File: src/rtl/dc_huffman_encoder_if.sv
// Handshake and result bundle for the DC Huffman encoder.
// The slave modport is the encoder side; master is the producer/consumer side.
interface dc_huffman_encoder_if #(
    parameter int COEF_W   = 11,
    parameter int NUM_COMP = 3
);
    localparam int CID_W = (NUM_COMP > 1) ? $clog2(NUM_COMP) : 1;

    logic                     in_valid;
    logic                     in_ready;
    logic signed [COEF_W-1:0] dc_in;
    logic [CID_W-1:0]         comp_id;
    logic                     restart;
    logic                     out_valid;
    logic                     out_ready;
    logic [10:0]              huff_code;
    logic [3:0]               huff_len;
    logic [COEF_W-1:0]        amp_bits;
    logic [3:0]               amp_len;
    logic [4:0]               total_len;
    logic                     err;

    modport master (
        output in_valid, dc_in, comp_id, restart, out_ready,
        input  in_ready, out_valid, huff_code, huff_len, amp_bits, amp_len, total_len, err
    );

    modport slave (
        input  in_valid, dc_in, comp_id, restart, out_ready,
        output in_ready, out_valid, huff_code, huff_len, amp_bits, amp_len, total_len, err
    );
endinterface

File: src/rtl/dc_huffman_encoder.sv
// JPEG DC coefficient encoder: per-component DPCM difference (S1) followed by
// category, Huffman table lookup and amplitude bits (S2), with valid/ready flow control.
module dc_huffman_encoder #(
    parameter int COEF_W     = 11,
    parameter int NUM_COMP   = 3,
    parameter int LUMA_COMPS = 1
) (
    input logic                 clk,
    input logic                 rst,
    dc_huffman_encoder_if.slave bus
);
    localparam int DW = COEF_W + 1;

    logic [COEF_W-1:0] pred_q [NUM_COMP];
    logic [COEF_W-1:0] pred_d [NUM_COMP];

    logic          s1_valid_q, s1_valid_d;
    logic [DW-1:0] s1_diff_q, s1_diff_d;
    logic          s1_chroma_q, s1_chroma_d;
    logic          s1_err_q, s1_err_d;

    logic              out_valid_q, out_valid_d;
    logic [10:0]       huff_code_q, huff_code_d;
    logic [3:0]        huff_len_q, huff_len_d;
    logic [COEF_W-1:0] amp_bits_q, amp_bits_d;
    logic [3:0]        amp_len_q, amp_len_d;
    logic [4:0]        total_len_q, total_len_d;
    logic              err_q, err_d;

    logic              s2_adv, s1_adv, accept, bad_id;
    logic [COEF_W-1:0] pred_sel;
    logic [DW-1:0]     mag;
    logic [COEF_W-1:0] amp_src;
    logic [3:0]        cat, hlen;
    logic [10:0]       code_w;

    assign s2_adv       = !out_valid_q || bus.out_ready;
    assign s1_adv       = !s1_valid_q || s2_adv;
    assign bus.in_ready = !rst && s1_adv;
    assign accept       = bus.in_valid && bus.in_ready;

    // Stage 1: difference against the component predictor, predictor update.
    // Out-of-range ids never match the loop, so they see a zero predictor.
    always_comb begin
        bad_id   = (int'(bus.comp_id) >= NUM_COMP);
        pred_sel = '0;
        for (int unsigned i = 0; i < NUM_COMP; i++) begin
            if (int'(bus.comp_id) == int'(i)) pred_sel = pred_q[i];
        end
        if (bus.restart) pred_sel = '0;

        pred_d      = pred_q;
        s1_valid_d  = s1_valid_q;
        s1_diff_d   = s1_diff_q;
        s1_chroma_d = s1_chroma_q;
        s1_err_d    = s1_err_q;
        if (s1_adv) begin
            s1_valid_d = accept;
            if (accept) begin
                s1_diff_d   = {bus.dc_in[COEF_W-1], bus.dc_in} - {pred_sel[COEF_W-1], pred_sel};
                s1_chroma_d = bad_id || (int'(bus.comp_id) >= LUMA_COMPS);
                s1_err_d    = bad_id;
                if (bus.restart) begin
                    for (int unsigned i = 0; i < NUM_COMP; i++) pred_d[i] = '0;
                end
                for (int unsigned i = 0; i < NUM_COMP; i++) begin
                    if (int'(bus.comp_id) == int'(i)) pred_d[i] = bus.dc_in;
                end
            end
        end
    end

    // Stage 2: category, amplitude bits and table lookup.
    always_comb begin
        mag = s1_diff_q[DW-1] ? (DW'(0) - s1_diff_q) : s1_diff_q;
        cat = '0;
        for (int unsigned i = 0; i < DW; i++) begin
            if (mag[i]) cat = 4'(i + 1);
        end

        // Negative differences emit the low bits of diff-1 (one's complement form).
        amp_src = COEF_W'(s1_diff_q - (s1_diff_q[DW-1] ? DW'(1) : DW'(0)));
        amp_bits_d = '0;
        for (int unsigned i = 0; i < COEF_W; i++) begin
            amp_bits_d[i] = amp_src[i] && (i < 32'(cat));
        end

        // Long codes of both tables are a run of ones terminated by a zero.
        if (!s1_chroma_q) begin
            if (cat == 4'd0) begin
                hlen   = 4'd2;
                code_w = '0;
            end else if (cat <= 4'd5) begin
                hlen   = 4'd3;
                code_w = 11'(cat) + 11'd1;
            end else begin
                hlen   = cat - 4'd2;
                code_w = (11'd1 << hlen) - 11'd2;
            end
        end else begin
            if (cat == 4'd0) begin
                hlen   = 4'd2;
                code_w = '0;
            end else if (cat <= 4'd2) begin
                hlen   = 4'd2;
                code_w = 11'(cat);
            end else begin
                hlen   = cat;
                code_w = (11'd1 << cat) - 11'd2;
            end
        end

        out_valid_d = out_valid_q;
        huff_code_d = huff_code_q;
        huff_len_d  = huff_len_q;
        amp_len_d   = amp_len_q;
        total_len_d = total_len_q;
        err_d       = err_q;
        if (!s2_adv) amp_bits_d = amp_bits_q;
        if (s2_adv) begin
            out_valid_d = s1_valid_q;
            huff_code_d = code_w;
            huff_len_d  = hlen;
            amp_len_d   = cat;
            total_len_d = 5'(hlen) + 5'(cat);
            err_d       = s1_valid_q && s1_err_q;
        end
    end

    always_ff @(posedge clk) begin
        if (rst) begin
            pred_q      <= '{default: '0};
            s1_valid_q  <= 1'b0;
            s1_diff_q   <= '0;
            s1_chroma_q <= 1'b0;
            s1_err_q    <= 1'b0;
            out_valid_q <= 1'b0;
            huff_code_q <= '0;
            huff_len_q  <= '0;
            amp_bits_q  <= '0;
            amp_len_q   <= '0;
            total_len_q <= '0;
            err_q       <= 1'b0;
        end else begin
            pred_q      <= pred_d;
            s1_valid_q  <= s1_valid_d;
            s1_diff_q   <= s1_diff_d;
            s1_chroma_q <= s1_chroma_d;
            s1_err_q    <= s1_err_d;
            out_valid_q <= out_valid_d;
            huff_code_q <= huff_code_d;
            huff_len_q  <= huff_len_d;
            amp_bits_q  <= amp_bits_d;
            amp_len_q   <= amp_len_d;
            total_len_q <= total_len_d;
            err_q       <= err_d;
        end
    end

    assign bus.out_valid = out_valid_q;
    assign bus.huff_code = huff_code_q;
    assign bus.huff_len  = huff_len_q;
    assign bus.amp_bits  = amp_bits_q;
    assign bus.amp_len   = amp_len_q;
    assign bus.total_len = total_len_q;
    assign bus.err       = err_q;
endmodule

File: src/flat_wrapper.sv
// flat-port wrapper written by rule: the top's interface ports become plain ports
module dc_huffman_encoder_flat 
#(
    parameter int COEF_W     = 11,
    parameter int NUM_COMP   = 3,
    parameter int LUMA_COMPS = 1
)
  (clk, rst, bus_in_valid, bus_dc_in, bus_comp_id, bus_restart, bus_out_ready, bus_in_ready, bus_out_valid, bus_huff_code, bus_huff_len, bus_amp_bits, bus_amp_len, bus_total_len, bus_err);
  dc_huffman_encoder_if #(.COEF_W(COEF_W), .NUM_COMP(NUM_COMP)) bus_i ();
  input logic clk;
  input logic rst;
  input wire logic [$bits(bus_i.in_valid)-1:0] bus_in_valid;
  input wire logic [$bits(bus_i.dc_in)-1:0] bus_dc_in;
  input wire logic [$bits(bus_i.comp_id)-1:0] bus_comp_id;
  input wire logic [$bits(bus_i.restart)-1:0] bus_restart;
  input wire logic [$bits(bus_i.out_ready)-1:0] bus_out_ready;
  output wire logic [$bits(bus_i.in_ready)-1:0] bus_in_ready;
  output wire logic [$bits(bus_i.out_valid)-1:0] bus_out_valid;
  output wire logic [$bits(bus_i.huff_code)-1:0] bus_huff_code;
  output wire logic [$bits(bus_i.huff_len)-1:0] bus_huff_len;
  output wire logic [$bits(bus_i.amp_bits)-1:0] bus_amp_bits;
  output wire logic [$bits(bus_i.amp_len)-1:0] bus_amp_len;
  output wire logic [$bits(bus_i.total_len)-1:0] bus_total_len;
  output wire logic [$bits(bus_i.err)-1:0] bus_err;
  assign bus_i.in_valid = bus_in_valid;
  assign bus_i.dc_in = bus_dc_in;
  assign bus_i.comp_id = bus_comp_id;
  assign bus_i.restart = bus_restart;
  assign bus_i.out_ready = bus_out_ready;
  assign bus_in_ready = bus_i.in_ready;
  assign bus_out_valid = bus_i.out_valid;
  assign bus_huff_code = bus_i.huff_code;
  assign bus_huff_len = bus_i.huff_len;
  assign bus_amp_bits = bus_i.amp_bits;
  assign bus_amp_len = bus_i.amp_len;
  assign bus_total_len = bus_i.total_len;
  assign bus_err = bus_i.err;
  dc_huffman_encoder #(.COEF_W(COEF_W), .NUM_COMP(NUM_COMP), .LUMA_COMPS(LUMA_COMPS)) u_core (.clk(clk), .rst(rst), .bus(bus_i));
endmodule
File: config.mk
export PLATFORM = sky130hd
export DESIGN_NAME = dc_huffman_encoder_flat
export DESIGN_NICKNAME = d
export VERILOG_FILES = /design/src/rtl/dc_huffman_encoder_if.sv /design/src/rtl/dc_huffman_encoder.sv /design/src/flat_wrapper.sv
export SDC_FILE = /design/constraint.sdc
export NUM_CORES = 1
export LEC_CHECK = 0
export CAP_MARGIN = 40
export CORE_MARGIN = 1.5
export CORE_UTILIZATION = 47
export DETAILED_ROUTE_END_ITERATION = 16
export HOLD_SLACK_MARGIN = 0.06
export PLACE_DENSITY = 0.7
export RECOVER_POWER = 50
export SLEW_MARGIN = 30
export SYNTH_ARGS = -nofsm -noshare
export SYNTH_HDL_FRONTEND = slang
export SYNTH_SLANG_ARGS = --single-unit
export TNS_END_PERCENT = 20
File: constraint.sdc
create_clock -name clk -period 5.75 [get_ports clk]
set_input_delay 1.15 -clock clk [delete_from_list [all_inputs] [get_ports clk]]
set_output_delay 1.15 -clock clk [all_outputs]
set_load 0.02 [all_outputs]
# [After elaboration in Yosys (flattened, before gate mapping)]
# Cells that the tools add are included.
[classes] add_sub_neg=8 n_lt_le_gt_ge=15 n_eq_ne=2 shifts=2 n_mux=32 n_reduce_logical=29
[op_table] op="11-bit 2-to-1 mux" count=12
[op_table] op="4-bit 2-to-1 mux" count=10
[op_table] op="33-bit 2-to-1 mux" count=1
[op_table] op="1-bit by 4-bit left shift with 11-bit output (first input constant)" count=2
[op_table] op="11-bit by 2-bit subtractor with 11-bit output (second input constant)" count=2
[op_table] op="3-bit by 4-bit < comparator with 1-bit output (first input constant)" count=4
[op_table] op="1-bit logical AND" count=14
[op_table] op="4-bit < comparator (first input constant)" count=3
[op_table] op="12-bit 2-to-1 mux" count=1
[op_table] op="3-bit 2-to-1 mux" count=4
[op_table] op="1-bit by 12-bit subtractor with 12-bit output (first input constant)" count=1
[op_table] op="11-bit by 11-bit subtractor with 12-bit output" count=1
[op_table] op="11-bit subtractor" count=1
[op_table] op="3-bit AND reduction" count=3
[op_table] op="1-bit by 4-bit < comparator with 1-bit output (first input constant)" count=2
[op_table] op="2-bit by 4-bit < comparator with 1-bit output (first input constant)" count=2
[op_table] op="2-bit nonzero test" count=3
[op_table] op="4-bit by 1-bit adder with 5-bit output (second input constant)" count=1
[op_table] op="4-bit by 4-bit adder with 5-bit output" count=1
[op_table] op="2-bit == test (second input constant)" count=2
[op_table] op="4-bit by 2-bit <= comparator with 1-bit output (second input constant)" count=1
[op_table] op="4-bit by 3-bit <= comparator with 1-bit output (second input constant)" count=1
[op_table] op="4-bit zero test" count=1
[op_table] op="2-bit 2-to-1 mux" count=2
[op_table] op="8 further kinds" count=13
[word_totals] regBits=85 in_bits=18 out_inout_bits=38 word_cells=102

# [Logic depth before layout (Yosys ltp)]
# Gate-level depths: netlist of the first run.
[depth] word_depth=20 ltp_mapped=21 ltp_nobuf=20

# [Least setup slack after synthesis of the first run]
# No wires, ideal clock.
[synth_timing] path_type="reg-to-reg" from="register u_core.s1_diff_q[1]" to="register u_core.huff_code_q[5] (netlist: u_core.bus.huff_code[5])" setup_ns=0.091 t_arrival_ns=4.295 t_required_ns=5.659 slack_ns=1.364 path_stages_with_launch=20 n_path_buf=4 synth_period_minus_slack_ns=4.386 path_cell_list="dfxtp_1 > clkbuf_1 > inv_1 > ha_1 > or3b_1 > a221o_1 > nor3_1 > nor2_1 > nor2_1 > inv_1 > ha_1 > clkbuf_1 > clkbuf_1 > nand3_1 > ha_1 > buf_1 > nor3_1 > a22o_1 > o21ai_0 > a311oi_1"
[synth_via] word_cells_on_any_way=26 classes_between="add/sub (4); order compare (2); shift (2); mux (17); reduce/logical (1)"
[synth_lines] item="from (decl)" line_no="dc_huffman_encoder.sv:18" text="logic [DW-1:0] s1_diff_q, s1_diff_d;"
[synth_lines] item="from (signal assigned)" line_no="dc_huffman_encoder.sv:147" text="s1_diff_q <= s1_diff_d;"
[synth_lines] item="1-bit by 12-bit subtractor with 12-bit output (*)" line_no="dc_huffman_encoder.sv:75" text="mag = s1_diff_q[DW-1] ? (DW'(0) - s1_diff_q) : s1_diff_q;"
[synth_lines] item="12-bit 2-to-1 mux (*)" line_no="dc_huffman_encoder.sv:75"
[synth_lines] item="3-bit 2-to-1 mux (4 in a row)" line_no="dc_huffman_encoder.sv:78" text="if (mag[i]) cat = 4'(i + 1);"
[synth_lines] item="4-bit 2-to-1 mux (4 in a row)" line_no="dc_huffman_encoder.sv:78"
[synth_lines] item="4-bit 2-to-1 mux (*)" line_no="dc_huffman_encoder.sv:78"
[synth_lines] item="net u_core.cat[2]" line_no="dc_huffman_encoder.sv:34" text="logic [3:0] cat, hlen;"
[synth_lines] item="4-bit by 2-bit subtractor with 4-bit output" line_no="dc_huffman_encoder.sv:97" text="hlen = cat - 4'd2;"
[synth_lines] item="1-bit by 4-bit left shift with 11-bit output" line_no="dc_huffman_encoder.sv:98" text="code_w = (11'd1 << hlen) - 11'd2;"
[synth_lines] item="11-bit by 2-bit subtractor with 11-bit output" line_no="dc_huffman_encoder.sv:98"
[synth_lines] item="11-bit 2-to-1 mux" line_no="dc_huffman_encoder.sv:93" text="end else if (cat <= 4'd5) begin"
[synth_lines] item="11-bit 2-to-1 mux" line_no="dc_huffman_encoder.sv:90" text="if (cat == 4'd0) begin"
[synth_lines] item="11-bit 2-to-1 mux (*)" line_no="dc_huffman_encoder.sv:89" text="if (!s1_chroma_q) begin"
[synth_lines] item="to (signal assigned)" line_no="dc_huffman_encoder.sv:151" text="huff_code_q <= huff_code_d;"
[synth_lines] item="to (decl)" line_no="dc_huffman_encoder.sv:23" text="logic [10:0] huff_code_q, huff_code_d;"
# Mark *: on every way through the listed nets, which the timed path passes. The rest lies on a longest branch.
# A chain may end at the register's enable or synchronous reset.

# [Final worst setup path of the first run]
[layout_timing] from="register u_core.s1_diff_q[1]" to="register u_core.total_len_q[3] (netlist: u_core.bus.total_len[3])"
[layout_via] elab_chain_cells=18 word_cells_on_any_way=23 classes_between="add/sub (3); order compare (2); mux (17); reduce/logical (1)"
[layout_lines] item="1-bit by 12-bit subtractor with 12-bit output" line_no="dc_huffman_encoder.sv:75"
[layout_lines] item="12-bit 2-to-1 mux (*)" line_no="dc_huffman_encoder.sv:75"
[layout_lines] item="2-bit 2-to-1 mux (2 in a row)" line_no="dc_huffman_encoder.sv:78"
[layout_lines] item="3-bit 2-to-1 mux (4 in a row)" line_no="dc_huffman_encoder.sv:78"
[layout_lines] item="4-bit 2-to-1 mux (4 in a row)" line_no="dc_huffman_encoder.sv:78"
[layout_lines] item="4-bit 2-to-1 mux (*)" line_no="dc_huffman_encoder.sv:78"
[layout_lines] item="net u_core.cat[0]" line_no="dc_huffman_encoder.sv:34"
[layout_lines] item="4-bit by 2-bit subtractor with 4-bit output, or another cell as far along" line_no="dc_huffman_encoder.sv:97"
[layout_lines] item="4-bit 2-to-1 mux, on equally long branches" line_no="dc_huffman_encoder.sv:93, dc_huffman_encoder.sv:104"
[layout_lines] item="4-bit 2-to-1 mux, on equally long branches" line_no="dc_huffman_encoder.sv:90, dc_huffman_encoder.sv:101"
[layout_lines] item="4-bit 2-to-1 mux (*)" line_no="dc_huffman_encoder.sv:89"
[layout_lines] item="net u_core.hlen[1]" line_no="dc_huffman_encoder.sv:34"
[layout_lines] item="4-bit by 4-bit adder with 5-bit output (*)" line_no="dc_huffman_encoder.sv:125" text="total_len_d = 5'(hlen) + 5'(cat);"
[layout_lines] item="to (signal assigned)" line_no="dc_huffman_encoder.sv:155" text="total_len_q <= total_len_d;"
[layout_lines] item="to (decl)" line_no="dc_huffman_encoder.sv:27" text="logic [4:0] total_len_q, total_len_d;"
# Marks and branches as above.

==> impl_results.md, run 1 <==
* Violated checks: capacitance limit, slew limit
* Maximum clock path buffer count at 2
* Residual DRC count at 0
* Predominant post-synthesis flop cell: dfxtp_1
* CTS sink cnt at 85
* Share of layout cells above drive strength 1 at 0.05957
* Post-synthesis instance total at 760
* Die height at 113.3 um
* Most frequent cells in the layout: nand2_1, dfxtp_1, nor2_1, a21oi_1, nand3_1
* Syn nets at 809
* Core area at 11960 um2
* Setup-failing EPs final at 0
* Power Dens Cells at 357.0 nW/um2
* Vias per Instance at 6.069
* Final wirelength at 16760 um
* First-pass DRT Iterations at 5
* Period utilization at 0.8874
* Initial DRC Count at 420
* Delay-heaviest family, CP: compound AO/OA/AOI/OAI gates
* Die ar. at 12850 um2
* Worst EP arrival at 5380 ps
* Total GRT Usage at 0.2610
* Worst slew pin tran at 1889 ps
* Via total after detailed routing at 5687
* Port Buffers at 55
* YS warnings at 0
* Post-synthesis sequential area ratio at 0.2973
* Global-route wire length before repair at 26680 um
* Min Tclk post-route at 5102 ps
* Synth async-reset ratio at 0
* Worst-path clk slew at 60 ps
* Final count of hold timing violations at 0
* RSZ-0062 raised after global routing: false
* # rows at 40
* Final core occ at 0.5540
* Placed Cells at 917
* Worst-path fanout max at 15
* Post-CTS setup buffer count at 0
* Largest cells by area after synthesis: dfxtp_1, ha_1, nand2_1, a21oi_1, nor2_1
* Slew Limit Fails at 57
* Gr ovfl total at 0
* Worst path buffer plus inverter count at 2
* Leak Pwr at 0.002579 uW
* Synth top area share at 0.2973
* HPWL Detailed at 12390 um
* Final setup TNS at 0 ps
* Gp weighted congestion at 0.8850
* Required @ worst endpoint at 6030 ps
* Synthesized cell area at 5723 um2
* Io pins at 56
* #FFs+latches synth at 85
* Fin nets at 833
* Critical Path, Cell by Cell: inv_1, ha_1, or3b_1, a221o_1, o32ai_1, a21o_1, a21o_1, inv_1, ha_1, o31a_1, nor3_1, a31oi_1, ha_1, a21o_1, a21oi_1, xnor2_1, nand2_1, a21oi_1
* Cts bufs inserted at 9
* Maxcap violations at 2
* Hold Path Class: register to register
* Power, Total at 2366 uW
* Synth unique cells at 75
* Area Growth Syn to Fin at 15.78%
* IR drop worst, VDD at 198.4 uV
* Crit end category: register
* Fmax at 196.0 MHz
* CTS tree: yes
* H-tree levels at 3
* CP Launch Type: register
* CTS root buffer: clkbuf_16
* Hold buffers post-CTS at 0
* Die Wd at 113.3 um
* Post-route insts no fill at 937
* Status: complete, but fails checks
* Largest net degree at the start of global routing at 88
* Leading area contributor after synthesis: dfxtp_1
* Worst path max stage delay at 450 ps
* Post-CTS Resized at 0
* Final ANT Viol Nets at 0
* Slowest CP cell: ha_1
* Skew-Pair Late Insertion Delay at 350 ps
* Worst relative slew slack at -0.2591
* Vias in the first global route at 5365
* Most common cell after layout, fill and taps aside: nand2_1
* Initial antenna violation count at 1
* Skew final at 6.736 ps
* DR WL/cell at 17.89 um
* Syn Area/Cell at 7.530 um2
* Critical path type: register to register
* EDFF count, synth at 0
* Initial Util at 0.4785
[cell usage after synthesis (all sizes together) (7+ instances only)]
| library cell | number |
|---|---|
| nand2b | 14 |
| o21ai | 39 |
| o31ai | 10 |
| nand3 | 46 |
| mux2i | 16 |
| a311oi | 7 |
| nor2b | 14 |
| dfxtp | 85 |
| nor3 | 26 |
| inv | 29 |
| ha | 29 |
| nand2 | 86 |
| a211oi | 15 |
| buf | 9 |
| nor4 | 7 |
| clkbuf | 47 |
| nor2 | 75 |
| xnor2 | 13 |
| a21oi | 59 |
| and2 | 8 |
| nand4 | 9 |
| a22oi | 13 |
| or3 | 8 |
| nand3b | 12 |
[metrics by stage]
step,hold slack (ps),setup slack [ps],area [um2]
finish,450.9,647.6,6626
floorplan,431.3,1364,5723
detailed placement,446.9,694.9,6320
global route,465.2,244.8,6624
CTS,455.9,664.2,6604
global placement,440.5,855.7,6320
[flip-flops by register name (all words and copies together) (netlist names), 4 cells and up]
name	flops
u_core.bus.huff_code	11
u_core.bus.total_len	5
u_core.bus.amp_bits	11
u_core.s1_diff_q	12
u_core.pred_q	33
u_core.bus.amp_len	4
u_core.bus.huff_len	4
[power by group]
group          total, uW  internal (uW)  switching, uW
Clock                558            308            250
Sequential           725            666           58.4
Combinational       1080            432            650
[layout make-up]
cell class / instances / area (um2)
diodes: 1 / 2.502
clock buffers: 11 / 242.7
clock inverters: 5 / 41.29
fillers: 1134 / 5335
inverters: 30 / 112.6
multi-input cells: 589 / 3680
flip-flops and latches: 85 / 1702
well taps: 147 / 183.9
repair buffers: 69 / 661.9
[per-layer routing]
layer | share of wire | GRT usage | vias to the layer above
li1 | - | - | 2773
met5 | 0 | 0 | -
met3 | 0.050 | 0.05624 | 30
met1 | 0.41 | 0.3052 | 2688
met4 | 0.031 | 0.09667 | 0
met2 | 0.51 | 0.4683 | 196
[path summary, 6_finish.rpt]
| check | slack (ps) | from | endpoint | cells after the start |
|---|---|---|---|---|
| worst max-delay path | 650 | u_core.s1_diff_q[1] | u_core.bus.total_len[3] | 18 |
| worst min-delay path | 450 | u_core.bus.amp_bits[0] | u_core.bus.amp_bits[0] | 2 |
| worst max register to register | 650 | u_core.s1_diff_q[1] | u_core.bus.total_len[3] | 18 |
| worst min register to register | 450 | u_core.bus.amp_bits[0] | u_core.bus.amp_bits[0] | 2 |
[cells by family after synthesis]
logic type,count (synthesis),synth area share
buffers and inverters,86,0.05881
adder cells (fa/ha/maj),31,0.07040
XOR/XNOR,18,0.02755
multiplexers,18,0.03257
flip-flops,85,0.2973
AO/OA/AOI/OAI,198,0.2324
AND/OR/NAND/NOR,324,0.2809
[tightest hold or removal path: stages, from the launching register on]
cell and delay (ps):
dfxtp_1 300, nand2_1 50, a21oi_1 50
(Power assumes the default switching activity.)
==> run 2: changes to the inputs <==
- CELL_PAD_IN_SITES_DETAIL_PLACEMENT: unset -> 0
- CELL_PAD_IN_SITES_GLOBAL_PLACEMENT: unset -> 2
- CORE_UTILIZATION: 47 -> 35
- CTS_BUF_LIST: unset -> sky130_fd_sc_hd__clkbuf_4
- PLACE_DENSITY: 0.7 -> 0.85
==> run 2 against run 1 <==
  * The flow still finishes with violations (capacitance limit, slew limit)
  * Critical path depth down 4
  * Register-to-register slack worse by 70 ps
  * Die area up 33%
  * First-iteration DRC count down 3.1%
  * Wire length up 7.4%
  * Clock skew up 14 ps
  * Clock power down 46%
  * Largest cell class unchanged
  * Worst hold slack better by 16 ps
  * Sequential power about the same
==> impl_results.md, run 2 (synthesized netlist as in run 1, its figures left out) <==
* Reg with most FFs: u_core.pred_q
* Min Tclk post-route at 5170 ps (+67.74 ps)
* First-pass DRT Iterations at 5 (unchanged)
* Period utilization at 0.8991 (+0.01178)
* Post-CTS setup buffer count at 0 (unchanged)
* Leak Pwr at 0.002506 uW (-2.8%)
* Initial antenna violation count at 0 (-1)
* Maxcap violations at 2 (unchanged)
* Reg2reg setup slack at 580 ps (-70 ps)
* Crit end category: register
* CTS sink cnt at 85 (unchanged)
* Global-route wire length before repair at 27620 um (+3.5%)
* Regs by FF count: u_core.pred_q: 33 flops, u_core.s1_diff_q: 12 flops
* CP Launch Type: register
* Vias in the first global route at 5145 (-4.1%)
* Initial Util at 0.3590 (-0.1195)
* Hold Path Class: register to register
* Post-CTS Resized at 0 (unchanged)
* Residual DRC count at 0 (unchanged)
* IR drop worst, VDD at 153.6 uV (-23%)
* CTS root buffer: clkbuf_4
* Final setup TNS at 0 ps (unchanged)
* Vias per Instance at 5.651 (-6.9%)
* Final count of hold timing violations at 0 (unchanged)
* Final wirelength at 18000 um (+7.4%)
* Slowest CP cell: nor3_1
* Die Wd at 130.9 um (+15%)
* Violated checks: capacitance limit, slew limit
* Largest net degree at the start of global routing at 61 (-31%)
* Io pins at 56 (unchanged)
* Share of layout cells above drive strength 1 at 0.05436 (-0.005208)
* Via total after detailed routing at 5691 (+0.070%)
* Gp weighted congestion at 0.8835 (-0.17%)
* Die ar. at 17130 um2 (+33%)
* Critical path type: register to register
* Final ANT Viol Nets at 0 (unchanged)
* Cts bufs inserted at 9 (unchanged)
* HPWL Detailed at 13230 um (+6.7%)
* DR WL/cell at 17.88 um (about the same)
* Most common cell after layout, fill and taps aside: nand2_1
* Fmax at 193.4 MHz (-1.3%)
* Core area at 15940 um2 (+33%)
* Worst relative slew slack at -0.3032 (-0.04416)
* Number of flip-flops under the largest register name at 33 (unchanged)
* Setup-failing EPs final at 0 (unchanged)
* Area Growth Syn to Fin at 14.21%
* Worst path max stage delay at 1360 ps (+910 ps)
* Maximum clock path buffer count at 2 (unchanged)
* CTS tree: yes
* Worst slew pin tran at 1955 ps (+66.24 ps)
* # rows at 46 (+15%)
* Status: complete, but fails checks
* Fin nets at 836 (+0.36%)
* Skew final at 20.94 ps (+14.21 ps)
* Port Buffers at 55 (unchanged)
* RSZ-0062 raised after global routing: false
* Die height at 130.9 um (+15%)
* Seq. cell area at 1702 um2 (unchanged)
* Multi-input logic area at 3676 um2 (-0.10%)
* Initial DRC Count at 407 (-3.1%)
* Slew Limit Fails at 57 (unchanged)
* Gr ovfl total at 0 (unchanged)
* Total GRT Usage at 0.2129 (-0.04817)
* Power Dens Cells at 324.4 nW/um2 (-9.2%)
* Required @ worst endpoint at 6120 ps (+90 ps)
* Skew-Pair Late Insertion Delay at 470 ps (+120 ps)
* Critical Path, Cell by Cell: or4_1, or3_1, a32o_1, nor3_1, o31a_1, a21oi_1, o22ai_1, ha_1, inv_1, fa_1, nor2b_1, nor3_1, a21oi_1, nor2_1
* Worst-path clk slew at 140 ps (+80 ps)
* Antenna Cells at 0 (-1)
* Hold buffers post-CTS at 0 (unchanged)
* Worst-path fanout max at 15 (unchanged)
* Worst EP arrival at 5540 ps (+160 ps)
* H-tree levels at 3 (unchanged)
* Final core occ at 0.4100 (-0.1440)
* Most frequent cells in the layout: nand2_1, dfxtp_1, nor2_1, a21oi_1, nand3_1
* FILL cells at 1668 (+47%)
==> run 2: changes by cell type in the layout (fill, tap and decap cells not counted), sizes merged <==
cell      before  now
clkbuf        12   15
diode          1    0
clkinv         2    6
inv           31   30
clkinvlp       2    0
buf           14   12
==> run 2: final timing paths <==
kind	cells past startpoint	start	to
setup / recovery	14	u_core.s1_diff_q[5]	u_core.bus.total_len[2]
hold / removal	2	u_core.bus.total_len[0]	u_core.bus.total_len[0]
setup reg to reg	14	u_core.s1_diff_q[5]	u_core.bus.total_len[2]
hold reg to reg	2	u_core.bus.total_len[0]	u_core.bus.total_len[0]
==> run 2: per-stage QoR <==
stage	instance area (um2)	setup slack, ps	hold slack [ps]	instances	total power (uW)
after global routing	6536	196.5	484.8	1007	2278
final	6536	579.9	466.4	1007	2120
after detailed placement	6446	710.2	455.5	988	1847
after global placement	6419	789.8	443.4	987	1843
after floorplan	5723	1364	431.3	760	1488
after CTS	6553	660.9	474.1	1003	2161
==> run 2: power breakdown <==
group / total, uW / leakage, uW / switching (uW) / internal, uW
Combinational: 1090 / 0.00175 / 659 / 432
Clock: 304 / 0.0000612 / 219 / 85.9
Sequential: 724 / 0.000697 / 58.1 / 666
==> run 2: area by class of cell <==
class	instances	share of cell area
Inverter	30	0.01723
Timing Repair Buffer	72	0.1024
Multi-Input combinational cell	589	0.5624
Clock buffer	9	0.01034
Tap cell	216	0.04135
Sequential cell	85	0.2603
Clock inverter	6	0.005934
==> run 2: critical path, delay by kind of cell, from the launching register on <==
family          cells  cell delay [ps]
simple gates        6             2660
compound gates      5             1250
fa+ha+maj           2              580
flops               1              510
buf+inv             1               60
==> run 2: layer usage <==
| metal | share of wire | GRT usage |
|---|---|---|
| met5 | 0 | 0 |
| met4 | 0.035 | 0.09761 |
| met3 | 0.038 | 0.03950 |
| met2 | 0.48 | 0.3647 |
| met1 | 0.44 | 0.2592 |
